## config.mk

```make
export PLATFORM = sky130hd
export DESIGN_NAME = key_debounce4
export DESIGN_NICKNAME = d
export VERILOG_FILES = /design/src/rtl/key_debounce4_pkg.sv /design/src/rtl/key_debounce4_debounce_cell.sv /design/src/rtl/key_debounce4.sv
export SDC_FILE = /design/constraint.sdc
export NUM_CORES = 1
export LEC_CHECK = 0
export BUFFER_PORTS_ARGS = -buffer_cell sky130_fd_sc_hd__buf_2
export CORE_UTILIZATION = 50
export DETAILED_ROUTE_END_ITERATION = 10
export PLACE_DENSITY = 0.81
export SLEW_MARGIN = 20
export SYNTH_ARGS = -nofsm -noshare
export SYNTH_HDL_FRONTEND = slang
export SYNTH_SLANG_ARGS = --single-unit
```

## constraint.sdc

```tcl
create_clock -name clk -period 1.41 [get_ports clk]
set_clock_uncertainty 0.2 [all_clocks]
set_input_delay 0.2115 -clock clk [delete_from_list [all_inputs] [get_ports clk]]
set_output_delay 0.2115 -clock clk [all_outputs]
set_load 0.02 [all_outputs]
```

## src/rtl/key_debounce4_pkg.sv

```systemverilog
// Shared constants for the key conditioner and the encoder-side benches.
// Holds the default debounce length and the counter-width helper.
`timescale 10ps/1ps

package key_debounce4_pkg;

    localparam int unsigned DEBOUNCE_CYCLES_DEFAULT = 4;
    localparam int unsigned NUM_KEYS                = 4;

    // Counter must reach DEBOUNCE_CYCLES-1; keep at least one bit for N=1.
    function automatic int unsigned cnt_width(input int unsigned n);
        return (n <= 1) ? 1 : $clog2(n);
    endfunction

endpackage

```

## src/rtl/key_debounce4_debounce_cell.sv

```systemverilog
// One key line: 2-flop synchroniser, hold counter, accepted level and
// a one-cycle pulse on each accepted rising edge.
`timescale 10ps/1ps

module debounce_cell
    import key_debounce4_pkg::*;
#(
    parameter int unsigned DEBOUNCE_CYCLES = DEBOUNCE_CYCLES_DEFAULT
) (
    input  logic clk,
    input  logic rst,
    input  logic key,
    output logic level,
    output logic press
);

    localparam int unsigned     CW       = cnt_width(DEBOUNCE_CYCLES);
    localparam logic [CW-1:0]   CNT_LAST = CW'(DEBOUNCE_CYCLES - 1);

    logic          s1;
    logic          s2;
    logic          level_q;
    logic          press_q;
    logic [CW-1:0] cnt;

    always_ff @(posedge clk) begin
        if (rst) begin
            s1      <= 1'b0;
            s2      <= 1'b0;
            level_q <= 1'b0;
            press_q <= 1'b0;
            cnt     <= '0;
        end else begin
            s1      <= key;
            s2      <= s1;
            press_q <= 1'b0;
            if (s2 == level_q) begin
                cnt <= '0;
            end else if (cnt == CNT_LAST) begin
                // s2 differs from level here, so s2=1 means a 0->1 acceptance.
                level_q <= s2;
                press_q <= s2;
                cnt     <= '0;
            end else begin
                cnt <= cnt + CW'(1);
            end
        end
    end

    assign level = level_q;
    assign press = press_q;

endmodule

```

## src/rtl/key_debounce4.sv

```systemverilog
// Four independent debounced key lines feeding the 4-to-2 encoder inputs
// A0..A3, plus per-line rising-edge pulses. Wiring only.
`timescale 10ps/1ps

module key_debounce4
    import key_debounce4_pkg::*;
#(
    parameter int unsigned DEBOUNCE_CYCLES = DEBOUNCE_CYCLES_DEFAULT
) (
    input  logic clk,
    input  logic rst,
    input  logic KEY0,
    input  logic KEY1,
    input  logic KEY2,
    input  logic KEY3,
    output logic A0,
    output logic A1,
    output logic A2,
    output logic A3,
    output logic PRESS0,
    output logic PRESS1,
    output logic PRESS2,
    output logic PRESS3
);

    debounce_cell #(.DEBOUNCE_CYCLES(DEBOUNCE_CYCLES)) u_line0 (
        .clk   (clk),
        .rst   (rst),
        .key   (KEY0),
        .level (A0),
        .press (PRESS0)
    );

    debounce_cell #(.DEBOUNCE_CYCLES(DEBOUNCE_CYCLES)) u_line1 (
        .clk   (clk),
        .rst   (rst),
        .key   (KEY1),
        .level (A1),
        .press (PRESS1)
    );

    debounce_cell #(.DEBOUNCE_CYCLES(DEBOUNCE_CYCLES)) u_line2 (
        .clk   (clk),
        .rst   (rst),
        .key   (KEY2),
        .level (A2),
        .press (PRESS2)
    );

    debounce_cell #(.DEBOUNCE_CYCLES(DEBOUNCE_CYCLES)) u_line3 (
        .clk   (clk),
        .rst   (rst),
        .key   (KEY3),
        .level (A3),
        .press (PRESS3)
    );

endmodule

```

==> run metrics, run 1 <==
status=completed; routed len/inst=roughly 10 µm; crit path max fanout=4; DRT Pass-1 Iters=3; die area=approximately 1900 µm²; endpoints failing setup=0; top cell type by total area after synthesis=dfxtp_1; switching part of the total=0.181; reg2reg start=u_line0.cnt[0]; Cell variety after synth=10; port buffer count=13; DRC marker count from the first detailed-route iteration=2; worst r2r path cells=3; die width=43.3 µm; fillers=126; commonest cells after routing, fill and taps aside=dfxtp_1, buf_2, nor2b_1; core outline area=between 1500 and 2000 µm²; Total Negative Setup Slacks=0 ns; R2R setup slack=0.21 ns; WP buf/inv=1; CTS Buffer Depth=2; Hold Buf Count CTS=4; Final min period=1.30 ns; Int Pwr=0.00101 W; sequential share of the synthesized area=0.563; DRT Wirelength=1020 µm; Setup crit start kind=flip-flop; GRT overflow=0; power share of the clock group=0.392; post-CTS setup buffers=0; worst-skew pair later-pin latency=roughly 0.31 ns; Yosys top cell area share=0.563; vias in the first global route=422; Critical Path End=A0; commonest non-fill, non-tap cell in the layout=dfxtp_1; NetSw=0.000223 W; Detail Route Antenna Nets=0; cell area power density=1210 nW/µm²; Critical Path Stages=1; Placed Area=a little over 900 µm²; Rel. slew slack=0.750; H-tree Lvls=1; initial antenna violation count=0; kind of critical path=reg2out; Root Buffer=clkbuf_4; Die Ht=43.3 µm; DRC violations left=0; FP Rows=14; max_cap viols=0; reg-to-reg critical path endpoint=u_line0.level; Synth Area per Inst=around 14 µm²; Initial Util=0.554; post-CTS sizing=0; total CTS buffers=3; CP peak stage delay=~0.4 ns; CTS tree=yes; Syn Nets=72; largest net degree at the start of global routing=19; Clock Pin Slew Worst Setup and Hold Paths=0.13 ns; clock sink count=24; crit path cell chain=buf_2; layout cells sized above 1=0.366; worst min path class=in2reg; Comb power frac=0.039; CP startpoint=u_line0.level; FMAX=769 MHz; area grow syn2layout=19.1%; delay-heaviest family, CP=flip-flops; via density per instance=4.91; worst-path cell with the longest stage delay=dfxtp_1; Synthesis Warnings=0; diode count=0; Slew Limit Fails=0; critical path required time=1.00 ns; Layout Utilization=0.659; crit end category=output port; post-synthesis cell count=62; synth top area cells=dfxtp_1, nor4b_2, and4bb_2; worst-margin pin slew=~0.38 ns; Leakage=~0.41 nW; Yosys reg bits=24; RSZ-0062 raised after global routing=false; worst ir drop on vdd=0.000735 V; Hold Fails Final Rpt=0; Total GRT Usage=0.139; RePlAce Congestion=0.673; Post-Syn Area=853 µm²; final instance area=1020 µm²; Period Utilization, post-route=0.922; I/O Pins=14; Detailed Place HPWL=675 µm; Reg power frac=0.569; Critical Path AT=0.89 ns; Vias=481; Nets=just over 90; global-route wire length before repair=1840 µm
==> state kept, by name, indices dropped and copies added, names as in the netlist, 2 cells and up <==
name	flops
u_line0.cnt	2
u_line3.cnt	2
u_line2.cnt	2
u_line1.cnt	2
==> synthesized netlist by cell type, drive strengths merged <==
cell and n:
nor4 4, nor4b 4, buf 2, nor2b 8, mux2i 4, xnor2 4
ha 4, nor2 4, and4bb 4, dfxtp 24
==> area by class of cell <==
| class | instances | area [µm²] | share of cell area |
|---|---|---|---|
| Timing Repair Buffer | 18 | 113 | 0.111 |
| Clock inverter | 1 | 30.0 | 0.0296 |
| Clock buffer | 3 | 22.5 | 0.0222 |
| Multi-Input combinational cell | 36 | 350 | 0.345 |
| Sequential cell | 24 | 480 | 0.473 |
| Tap cell | 16 | 20.0 | 0.0197 |
==> how the worst min path moves through the flow <==
stage          startpoint       endpoint  slack (ns)  depth (start not counted)
2_1_floorplan        KEY0     u_line0.s1        0.14                          1
3_3_place_gp         KEY0     u_line0.s1        0.22                          2
3_5_place_dp   u_line3.s1     u_line3.s2        0.22                          1
4_1_cts               rst  u_line3.level        0.07                          2
5_1_grt               rst  u_line3.level        0.06                          2
6_report              rst  u_line3.level        0.08                          2
==> power groups by stage <==
| stage | registers (W) | clock network, W | logic (W) |
|---|---|---|---|
| floorplan | 0.000713 | 0 | 0.0000327 |
| global placement | 0.000714 | 0 | 0.0000395 |
| detailed placement | 0.000714 | 0 | 0.0000401 |
| CTS | 0.000700 | 0.000496 | 0.0000484 |
| global route | 0.000702 | 0.000541 | 0.0000535 |
| finish | 0.000699 | 0.000482 | 0.0000482 |
==> cell families (layout without fill, tap and decap cells) <==
group / Yosys count / after routing / synth area share
xor+xnor: 4 / 4 / 0.0411
mux: 4 / 4 / 0.0469
fa+ha+maj: 4 / 4 / 0.0587
buf+inv: 2 / 22 / 0.0264
flops: 24 / 24 / 0.563
simple gates: 24 / 24 / 0.264
==> per-layer routing <==
layer  track usage  vias up  wire (µm)
li1              -      258          -
met1         0.181      214        549
met2         0.182        7        428
met3        0.0638        2         29
met4        0.0909        0         13
met5             0        -          0
==> stage by stage <==
| step | cells | hold WS (ns) | setup WS (ns) | power [W] |
|---|---|---|---|---|
| 2_1_floorplan | 62 | 0.140 | 0.307 | 0.000746 |
| 3_5_place_dp | 90 | 0.223 | 0.223 | 0.000755 |
| 6_report | 98 | 0.0823 | 0.110 | 0.00123 |
| 4_1_cts | 98 | 0.0717 | 0.0925 | 0.00124 |
| 5_1_grt | 98 | 0.0584 | 0.0195 | 0.00130 |
| 3_3_place_gp | 90 | 0.221 | 0.234 | 0.000754 |
Power figures use the tool's default switching activity.
==> run 2: changes to the inputs <==
- PLACE_DENSITY: 0.81 -> 0.72
==> run metrics, run 2 (synthesis results as in run 1) <==
core outline area=1540 µm² (unchanged); Die Ht=43.3 µm (unchanged); Leakage=0.405 nW (-1.7%); commonest cells after routing, fill and taps aside=dfxtp_1, buf_2, nor2b_1; H-tree Lvls=1 (unchanged); Hold Buf Count CTS=4 (unchanged); die width=43.3 µm (unchanged); CTS Buffer Depth=2 (unchanged); Total GRT Usage=0.134 (-0.00425); FMAX=762 MHz (-0.95%); DRC violations left=0 (unchanged); Detail Route Antenna Nets=0 (unchanged); Nets=93 (unchanged); layout cells sized above 1=0.366 (unchanged); post-CTS sizing=0 (unchanged); via density per instance=5.09 (+3.7%); DRT Wirelength=1140 µm (+12%); diode count=0 (unchanged); Detailed Place HPWL=777 µm (+15%); kind of critical path=reg2out; max_cap viols=0 (unchanged); crit path max fanout=4 (unchanged); RSZ-0062 raised after global routing=false; post-CTS setup buffers=0 (unchanged); routed len/inst=11.6 µm (+12%); Critical Path AT=0.90 ns (about the same); Overall Power=0.00109 W (-11%); DRC marker count from the first detailed-route iteration=3 (+1); Total Negative Setup Slacks=0 ns (unchanged); Hold Fails Final Rpt=0 (unchanged); Setup crit start kind=flip-flop; critical path required time=1.00 ns (about the same); die area=1880 µm² (unchanged); port buffer count=13 (unchanged); I/O Pins=14 (unchanged); vias in the first global route=466 (+10%); delay-heaviest family, CP=flip-flops; WP buf/inv=1 (unchanged); status=completed; worst-path cell with the longest stage delay=dfxtp_1; crit end category=output port; Layout Utilization=0.649 (-0.0106); Rel. slew slack=0.751 (+0.00136); Clock Pin Slew Worst Setup and Hold Paths=0.12 ns (about the same); Final min period=1.31 ns (+0.0125 ns); worst-skew pair later-pin latency=0.30 ns (about the same); total CTS buffers=3 (unchanged); commonest non-fill, non-tap cell in the layout=dfxtp_1; WHS=0.0950 ns (+0.0127 ns); FP Rows=14 (unchanged); RePlAce Congestion=0.683 (+1.6%); Initial Util=0.554 (unchanged); Slew Limit Fails=0 (unchanged); Period Utilization, post-route=0.931 (+0.00886); endpoints failing setup=0 (unchanged); Vias=499 (+3.7%); worst min path class=in2reg; DRT Pass-1 Iters=2 (-1); cell area power density=1090 nW/µm² (-9.5%); global-route wire length before repair=1910 µm (+3.7%); Root Buffer=clkbuf_4; area grow syn2layout=17.2%; clock sink count=24 (unchanged); initial antenna violation count=0 (unchanged); CP peak stage delay=0.41 ns (about the same); worst ir drop on vdd=0.000692 V (-5.9%); GRT overflow=0 (unchanged); worst-margin pin slew=0.373 ns (-0.00204 ns); crit path cell chain=buf_2; largest net degree at the start of global routing=21 (+2); CTS tree=yes
-- run 2: changes by cell type in the layout (fill, tap and decap cells not counted) --
cell / before / now
clkbuf_8: 0 / 1
bufinv_16: 1 / 0
-- run 2: power breakdown --
group	internal [W]	switching [W]
sequential	0.000692	0.00000738
combinational	0.0000276	0.0000210
clock	0.000157	0.000189
total	0.000877	0.000218
-- run 2: final timing paths --
kind                                startpoint  depth (start not counted)  slack [ns]        endpoint
worst max register to register  u_line0.cnt[0]                          3        0.20   u_line0.level
worst min register to register  u_line1.cnt[0]                          1        0.25  u_line1.cnt[0]
worst max-delay path             u_line2.level                          1         0.1              A2
worst min-delay path                       rst                          2        0.09   u_line1.level
-- run 2: area by class of cell --
type,count,area [µm²]
fillers,126,542
flip-flops and latches,24,480
multi-input cells,36,350
repair buffers,18,113
clock buffers,4,36.3
well taps,16,20.0
-- run 2: layer usage --
| metal | global-route usage | vias up | part of all wire |
|---|---|---|---|
| met5 | 0 | - | 0 |
| met4 | 0.0545 | 0 | 0.011 |
| met3 | 0.0255 | 2 | 0.045 |
| met2 | 0.233 | 12 | 0.46 |
| met1 | 0.163 | 227 | 0.48 |
| li1 | - | 258 | - |
-- run 2: per-stage QoR --
stage	instance area [µm²]	setup slack (ns)	cells
2_1_floorplan	853	0.307	62
4_1_cts	1000	0.0767	98
6_report	1000	0.0977	98
5_1_grt	1000	0.0425	98
3_3_place_gp	923	0.233	90
3_5_place_dp	923	0.205	90
